## config.mk

```make
export PLATFORM = sky130hd
export DESIGN_NAME = clk_div_ctrl
export DESIGN_NICKNAME = d
export VERILOG_FILES = /design/src/rtl/clk_div_ctrl.sv
export SDC_FILE = /design/constraint.sdc
export NUM_CORES = 1
export LEC_CHECK = 0
export CORE_UTILIZATION = 35
export CTS_CLUSTER_DIAMETER = 120
export DETAILED_ROUTE_END_ITERATION = 7
export SETUP_SLACK_MARGIN = 0.5
export SLEW_MARGIN = 20
export SYNTH_ARGS = -nofsm -noshare
export SYNTH_HDL_FRONTEND = slang
export SYNTH_SLANG_ARGS = --single-unit
export TNS_END_PERCENT = 10
```

## constraint.sdc

```tcl
create_clock -name clk -period 5 [get_ports clk]
set_clock_uncertainty 0.15 [all_clocks]
set_input_delay 1 -clock clk [delete_from_list [all_inputs] [get_ports clk]]
set_output_delay 1 -clock clk [all_outputs]
set_load 0.005 [all_outputs]
```

## src/rtl/clk_div_ctrl.sv

```systemverilog
// rtl/clk_div_ctrl.sv - programmable integer clock divider with period-aligned ratio/enable changes.
// Optional tick statistics counter enabled by macro CLK_DIV_CTRL_STAT_EN.
module clk_div_ctrl #(
  parameter int CNT_W       = 8,
  parameter int DEFAULT_DIV = 7
) (
  input  logic             clk,
  input  logic             rst,
  input  logic             en,
  input  logic             cfg_valid,
  input  logic [CNT_W-1:0] cfg_div,
  output logic             cfg_ready,
  output logic             cfg_err,
  output logic             div_out,
  output logic             tick,
  output logic [CNT_W-1:0] cur_div,
  output logic             busy
`ifdef CLK_DIV_CTRL_STAT_EN
  ,
  output logic [15:0]      stat_ticks
`endif
);

  typedef enum logic [1:0] {IDLE, RUN, PEND, DRAIN} state_e;

  state_e           state_q, state_d;
  logic [CNT_W-1:0] cnt_q, cnt_d;
  logic [CNT_W-1:0] cur_div_q, cur_div_d;
  logic [CNT_W-1:0] pend_div_q, pend_div_d;
  logic             pend_vld_q, pend_vld_d;
  logic             div_out_q, div_out_d;
  logic             tick_q, tick_d;
  logic             cfg_ready_q, cfg_ready_d;
  logic             cfg_err_q, cfg_err_d;

  logic             hs, legal, wrap;
  logic [CNT_W-1:0] cnt_inc;

  always_comb begin
    state_d    = state_q;
    cnt_d      = cnt_q;
    cur_div_d  = cur_div_q;
    pend_div_d = pend_div_q;
    pend_vld_d = pend_vld_q;

    hs      = cfg_valid && cfg_ready_q;
    legal   = cfg_div >= CNT_W'(2);
    wrap    = (state_q != IDLE) && (cnt_q == cur_div_q - CNT_W'(1));
    cnt_inc = wrap ? '0 : cnt_q + CNT_W'(1);

    case (state_q)
      IDLE: begin
        cnt_d = '0;
        if (hs && legal) cur_div_d = cfg_div;
        if (en) state_d = RUN;
      end
      RUN: begin
        cnt_d = cnt_inc;
        if (wrap) begin
          if (hs && legal) cur_div_d = cfg_div;
          if (!en) state_d = IDLE;
        end else if (hs && legal) begin
          pend_div_d = cfg_div;
          pend_vld_d = 1'b1;
          state_d    = en ? PEND : DRAIN;
        end else if (!en) begin
          state_d = DRAIN;
        end
      end
      PEND: begin
        cnt_d = cnt_inc;
        if (wrap) begin
          cur_div_d  = pend_div_q;
          pend_vld_d = 1'b0;
          state_d    = en ? RUN : IDLE;
        end else if (!en) begin
          state_d = DRAIN;
        end
      end
      DRAIN: begin
        cnt_d = cnt_inc;
        if (wrap) begin
          if (pend_vld_q) cur_div_d = pend_div_q;
          pend_vld_d = 1'b0;
          state_d    = en ? RUN : IDLE;
        end else if (en) begin
          state_d = pend_vld_q ? PEND : RUN;
        end
      end
      default: begin
        state_d = IDLE;
        cnt_d   = '0;
      end
    endcase

    // Outputs are decoded from next state so they line up with the registered counter.
    cfg_err_d   = hs && !legal;
    div_out_d   = (state_d != IDLE) && (cnt_d < (cur_div_d >> 1));
    tick_d      = (state_d != IDLE) && (cnt_d == cur_div_d - CNT_W'(1));
    cfg_ready_d = (state_d == IDLE) || (state_d == RUN);
  end

  always_ff @(posedge clk) begin
    if (rst) begin
      state_q     <= IDLE;
      cnt_q       <= '0;
      cur_div_q   <= CNT_W'(DEFAULT_DIV);
      pend_div_q  <= '0;
      pend_vld_q  <= 1'b0;
      div_out_q   <= 1'b0;
      tick_q      <= 1'b0;
      cfg_ready_q <= 1'b1;
      cfg_err_q   <= 1'b0;
    end else begin
      state_q     <= state_d;
      cnt_q       <= cnt_d;
      cur_div_q   <= cur_div_d;
      pend_div_q  <= pend_div_d;
      pend_vld_q  <= pend_vld_d;
      div_out_q   <= div_out_d;
      tick_q      <= tick_d;
      cfg_ready_q <= cfg_ready_d;
      cfg_err_q   <= cfg_err_d;
    end
  end

  assign busy      = (state_q != IDLE);
  assign cfg_ready = cfg_ready_q;
  assign cfg_err   = cfg_err_q;
  assign div_out   = div_out_q;
  assign tick      = tick_q;
  assign cur_div   = cur_div_q;

`ifdef CLK_DIV_CTRL_STAT_EN
  logic [15:0] stat_q;

  always_ff @(posedge clk) begin
    if (rst) begin
      stat_q <= '0;
    end else if (tick_q && (stat_q != 16'hFFFF)) begin
      stat_q <= stat_q + 16'd1;
    end
  end

  assign stat_ticks = stat_q;
`endif

endmodule
```

After elaboration in Yosys (flattened, before gate mapping)
Index checks and enable logic that the tools add are counted.

storage, ports and cells
  register bits = 31
  input bits = 12
  output and inout port bits = 13
  word-level logic and storage cells = 65

cells by class
  add/sub/neg operators = 3
  magnitude comparators = 2
  equality and inequality tests = 9
  mux-type cells = 24
  bitwise gates (word level) = 1
  reductions and logical operators = 17

operators by type and width
  kind                                                                number
  2-to-1 mux 8 bit                                                    6
  one-hot mux 8 bit (4 select lines)                                  1
  2-to-1 mux 2 bit                                                    9
  equality test 8 bit                                                 2
  one-hot mux 8 bit (2 select lines)                                  1
  subtractor 8 x 1 -> 8 bit (second input constant)                   2
  adder 8 x 1 -> 8 bit (second input constant)                        1
  greater-or-equal comparator 8 x 2 -> 1 bit (second input constant)  1
  less-than comparator 8 x 7 -> 1 bit                                 1
  one-hot mux 2 bit (4 select lines)                                  1
  logical AND 1 bit                                                   6
  nonzero test 2 bit                                                  3
  2-to-1 mux 1 bit                                                    5
  equality test 2 x 1 -> 1 bit (second input constant)                2
  equality test 2 bit (second input constant)                         2
  logical NOT 2 bit                                                   2
  inequality test 2 bit (second input constant)                       2
  AND reduction 4 bit                                                 1
  AND reduction 3 bit                                                 1
  OR reduction 3 bit                                                  1
  inequality test 2 x 1 -> 1 bit (second input constant)              1
  one-hot mux 1 bit (2 select lines)                                  1
  OR reduction 2 bit                                                  1
  logical NOT 1 bit                                                   1
  other kinds (2)                                                     2

Depth between registers and ports, before layout
  word-level depth = 8
  gate-level depth with buffers = 18
  gate-level depth less buffers = 15

Worst setup path after synthesis
No wires, ideal clock.

  path kind = input to register
  start = input port cfg_div[4]
  end = register tick_q, in the netlist tick
  library setup time = 0.059 ns
  data arrival time = 3.676 ns
  required time = 4.791 ns
  path slack = 1.115 ns
  stages on the path = 13
  buffers on the path = 0
  cell sequence = or4_4 > o41ai_4 > mux2i_1 > nor2_1 > a21oi_1 > o211ai_2 > o31ai_4 > ha_1 > a21boi_0 > nand4_1 > xnor2_1 > nor4_2 > o311a_1

on the way
  longest elaborated chain between the ends = 8
  elaborated cells between the ends (all ways) = 12
  classes of those cells = add/sub: 1; order compare: 1; eq/ne: 1; mux: 6; reduce/logical: 3

RTL lines
  element                                     RTL line    RTL
  start: declaration                          11          input logic [CNT_W-1:0] cfg_div,
  greater-or-equal comparator 8 x 2 -> 1 bit  47          legal = cfg_div >= CNT_W'(2);
  logical AND 1 bit                           54, 60, 62
  2-to-1 mux 8 bit                            54, 60
  2-to-1 mux 8 bit                            59          if (wrap) begin
  one-hot mux 8 bit (4 select lines)          51          case (state_q)
  subtractor 8 x 1 -> 8 bit                   99          tick_d = (state_d != IDLE) && (cnt_d == cur_div_d - CNT_W'(1));
  equality test 8 bit                         99
  logical AND 1 bit *                         99
  end signal: assignment                      121         tick_q <= tick_d;
  end: declaration                            32          logic tick_q, tick_d;

Mark *: on every way between the ends. The rest lies on a longest branch, timed or not.
A chain may end at the register's enable or synchronous reset.

Final worst setup path
  start = input port cfg_div[4]
  end = register div_out_q, in the netlist div_out

on the way
  longest elaborated chain between the ends = 7
  elaborated cells between the ends (all ways) = 11
  classes of those cells = order compare: 2; mux: 6; reduce/logical: 3

RTL lines
  element                                                                                          RTL line    RTL
  greater-or-equal comparator 8 x 2 -> 1 bit                                                       47
  logical AND 1 bit                                                                                54, 60, 62
  2-to-1 mux 8 bit / 2-to-1 mux 2 bit (equally long branches)                                      54, 60, 62
  2-to-1 mux 8 bit / 2-to-1 mux 2 bit (equally long branches)                                      59
  one-hot mux 8 bit (4 select lines) / one-hot mux 2 bit (4 select lines) (equally long branches)  51
  less-than comparator 8 x 7 -> 1 bit / nonzero test 2 bit (equally long branches)                 98          div_out_d = (state_d != IDLE) && (cnt_d < (cur_div_d >> 1));
  logical AND 1 bit *                                                                              98
  end signal: assignment                                                                           120         div_out_q <= div_out_d;
  end: declaration                                                                                 31          logic div_out_q, div_out_d;

Marked as above.

==> flow_summary.json <==
{
  "row_count": 30,
  "cts.htree.levels": 2,
  "max_freq_mhz": 235.5,
  "cts_tree": "done",
  "synth-xor-area-share": 0.06849,
  "synth_area_sq_um": 2557,
  "cts_sinks": 31,
  "drive_gt1_frac": 0.1182,
  "setup_violations": 0,
  "routed_wl_um": 7229,
  "grt_pass1_vias": 2220,
  "grt_setup_unrepaired": "false",
  "place_area_sq_um": 2855,
  "yosys_warnings": 0,
  "period_minus_slack_ns": 4.246,
  "postCtsHoldBufs": 0,
  "buffer_ports.inserted": 24,
  "grt_usage": 0.1997,
  "synth-adder-area-share": 0.04403,
  "power.leakage_uw": 0.001081,
  "fp.dieH_um": 87.48,
  "clkPwrFrac": 0.171,
  "criticalPathCategory": "in -> reg",
  "ios": 25,
  "final_nets": 350,
  "yosys_register_bits": 31,
  "synthArstFlopShare": 0,
  "dieArea_sq_um": 7653,
  "overflow": 0,
  "critPathArrivalTime_ns": 4.33,
  "initial_core_util": 0.3683,
  "synthTopCellsByArea": "dfxtp_1, mux2i_1, nor2_1",
  "die_x_um": 87.48,
  "cp.required_ns": 5.08,
  "p_sw_frac": 0.4367,
  "switchingPower_uw": 483.7,
  "synth-edff-count": 0,
  "hold_viol": 0,
  "dp_hpwl_um": 5421,
  "power.internal_uw": 623.9,
  "cap_viol_max_count": 0,
  "fin_setup_tns_ns": 0,
  "drv_slew": 0,
  "tightestPinTransition_ns": 0.6110,
  "peakVddDrop_mv": 0.1626,
  "cts_buffer_depth": 2,
  "diodes": 0,
  "wl_met1_um": 3385,
  "drtPass1Iterations": 4,
  "cts_buffers": 5,
  "syn_avg_cell_area_sq_um": 8.303,
  "critPathLaunchType": "primary input",
  "dr_total_vias": 2398,
  "ant_nets": 0,
  "critPathTopFamily": "compound AO/OA/AOI/OAI gates",
  "via_per_inst": 5.629,
  "cp_max_fo": 11,
  "post-route-period-util": 0.8492,
  "cp-end-kind": "register",
  "route.met3.wl_um": 409,
  "clkTransAtPathRegs_ns": 0.07,
  "grt_first_pass_wirelength_um": 11720,
  "cts_root_buf": "clkbuf_8",
  "pwr-share-seq": 0.315,
  "synth_compound_area_frac": 0.2417,
  "worst-path-buf-inv": 2,
  "syn_inst": 308,
  "slowest_delay_ns": 0.58,
  "drtIter0Drc": 264,
  "synthDistinctLibCells": 75,
  "synth_top_family_by_area": "simple AND/OR/NAND/NOR gates",
  "ys_seq_area_frac": 0.2427,
  "synth_nets": 329,
  "ys.flop_type": "dfxtp_1",
  "post-synth-top-area-cell": "dfxtp_1",
  "synthSimpleGateAreaFrac": 0.2803,
  "slowest_stage": "or4_4",
  "finalWeightedCongestion": 0.9646,
  "power_density_nw_per_um2": 375.7,
  "insertion_delay_ns": 0.28,
  "comb_power_share": 0.514,
  "wire_per_inst_um": 16.97,
  "slew_headroom": 0.5912,
  "synth_mux_area_frac": 0.06751,
  "drcViolationCount": 0,
  "status": "finished clean",
  "syn_to_final_growth_pct": 15.26,
  "crit_chain": "clkdlybuf4s50_1, or4_4, o41ai_4, buf_4, mux2i_1, o311ai_1, a32oi_1, ha_1, a21o_1, a2111oi_1, o21a_1",
  "core_sq_um": 6944,
  "met2_length_um": 3333,
  "hold_path_class": "reg -> reg",
  "top_layer": "met4",
  "yosysTopAreaCellShare": 0.2427,
  "grt_max_degree": 29,
  "finalInstanceArea_sq_um": 2948,
  "grt_antenna_before_repair": 0
}
## repair_timing
item                                    in CTS  in global routing
resized for setup                            0                  2
setup buffers                                0                  1
endpoints found under the setup margin       0                  1
## worst paths after layout
check	from	endpoint	slack, ns	depth (start not counted)
hold reg to reg	pend_div_q[1]$_SDFFE_PP0P_	pend_div_q[1]$_SDFFE_PP0P_	0.36	2
hold / removal	pend_div_q[1]$_SDFFE_PP0P_	pend_div_q[1]$_SDFFE_PP0P_	0.36	2
setup / recovery	cfg_div[4]	div_out$_SDFF_PP0_	0.75	11
setup reg to reg	cur_div[0]$_SDFF_PP1_	div_out$_SDFF_PP0_	0.88	15
## power groups by stage
stage | combinational [uW] | sequential (uW) | clock (uW)
after detailed placement | 561 | 352 | 0
after CTS | 562 | 347 | 197
after floorplan | 447 | 312 | 0
after global routing | 627 | 352 | 207
after global placement | 558 | 353 | 0
final | 570 | 348 | 189
## worst register-to-register path, delay by kind of cell, from the launching register on
family	cells	cell delay (ns)
and+or+nand+nor	4	0.83
AOI/OAI and AO/OA	7	1.54
buffers and inverters	1	0.15
DFF	1	0.61
adders and majority gates	2	0.63
xor gates and xnor gates	1	0.16
## cell families after synthesis
kind of cell             after synthesis
AO/OA/AOI/OAI                         72
XOR/XNOR                              20
adder cells (fa/ha/maj)                9
buffers and inverters                 27
flip-flops                            31
multiplexers                          17
AND/OR/NAND/NOR                      132
## cells in the final DEF (no fill, tap or decap), drive strengths merged, types with 6 or more instances in the layout
master,synthesis,final
nor2,42,42
dfxtp,31,31
clkdlybuf4s50,0,24
nand2,23,23
xnor2,15,15
mux2i,15,15
nor3,15,15
o21ai,15,15
nand3,13,13
a21oi,11,11
inv,10,10
ha,9,9
clkbuf,5,7
nand2b,6,6
and3,6,6
buf,11,6
## cells in the mapped netlist (3+ instances only)
cell and number:
buf_2 5, a21boi_0 3, nor2_1 40, buf_6 4, nor2b_1 3, a211oi_1 3
or3_1 4, clkbuf_1 5, a21oi_1 11, a31oi_1 4, ha_1 9, nand3_1 12
mux2i_1 15, xnor2_1 15, and3_1 6, nand4_1 4, dfxtp_1 31, inv_1 10
o21ai_0 11, nand2b_1 6, and2_1 4, xor2_1 5, nand2_1 20, nor3_1 13
## layer usage
layer  GRT usage  vias up
met5           0        -
met4     0.06259        0
met3     0.02464        9
met2      0.3125       74
met1      0.2835     1145
li1            -     1170
## stage by stage
stage	std cells	total power, uW	worst slack [ns]	hold slack (ns)	util
after floorplan	308	758.5	1.115	0.3107	-
after global placement	417	910.9	0.4813	0.3476	0.4112
after detailed placement	417	912.2	0.4381	0.3533	0.4112
after CTS	425	1105	0.7197	0.3678	0.4229
after global routing	426	1187	0.5540	0.4060	0.4245
final	426	1108	0.7539	0.3593	0.4245
## state kept, by name (all words and copies together), names as in the netlist
| signal | count |
|---|---|
| pend_vld_q | 1 |
| cnt_q | 8 |
| pend_div_q | 8 |
| cfg_err | 1 |
| div_out | 1 |
| cfg_ready | 1 |
| tick | 1 |
| state_q | 2 |
| cur_div | 8 |
## area by class of cell
| class | count | area, sq um |
|---|---|---|
| Timing Repair Buffer | 30 | 285.3 |
| Fill cell | 701 | 3996 |
| Multi-Input combinational cell | 250 | 1799 |
| Clock buffer | 7 | 76.32 |
| Sequential cell | 31 | 620.6 |
| Inverter | 11 | 41.29 |
| Clock inverter | 1 | 5.005 |
| Tap cell | 96 | 120.1 |
Power figures use the tool's default switching activity.
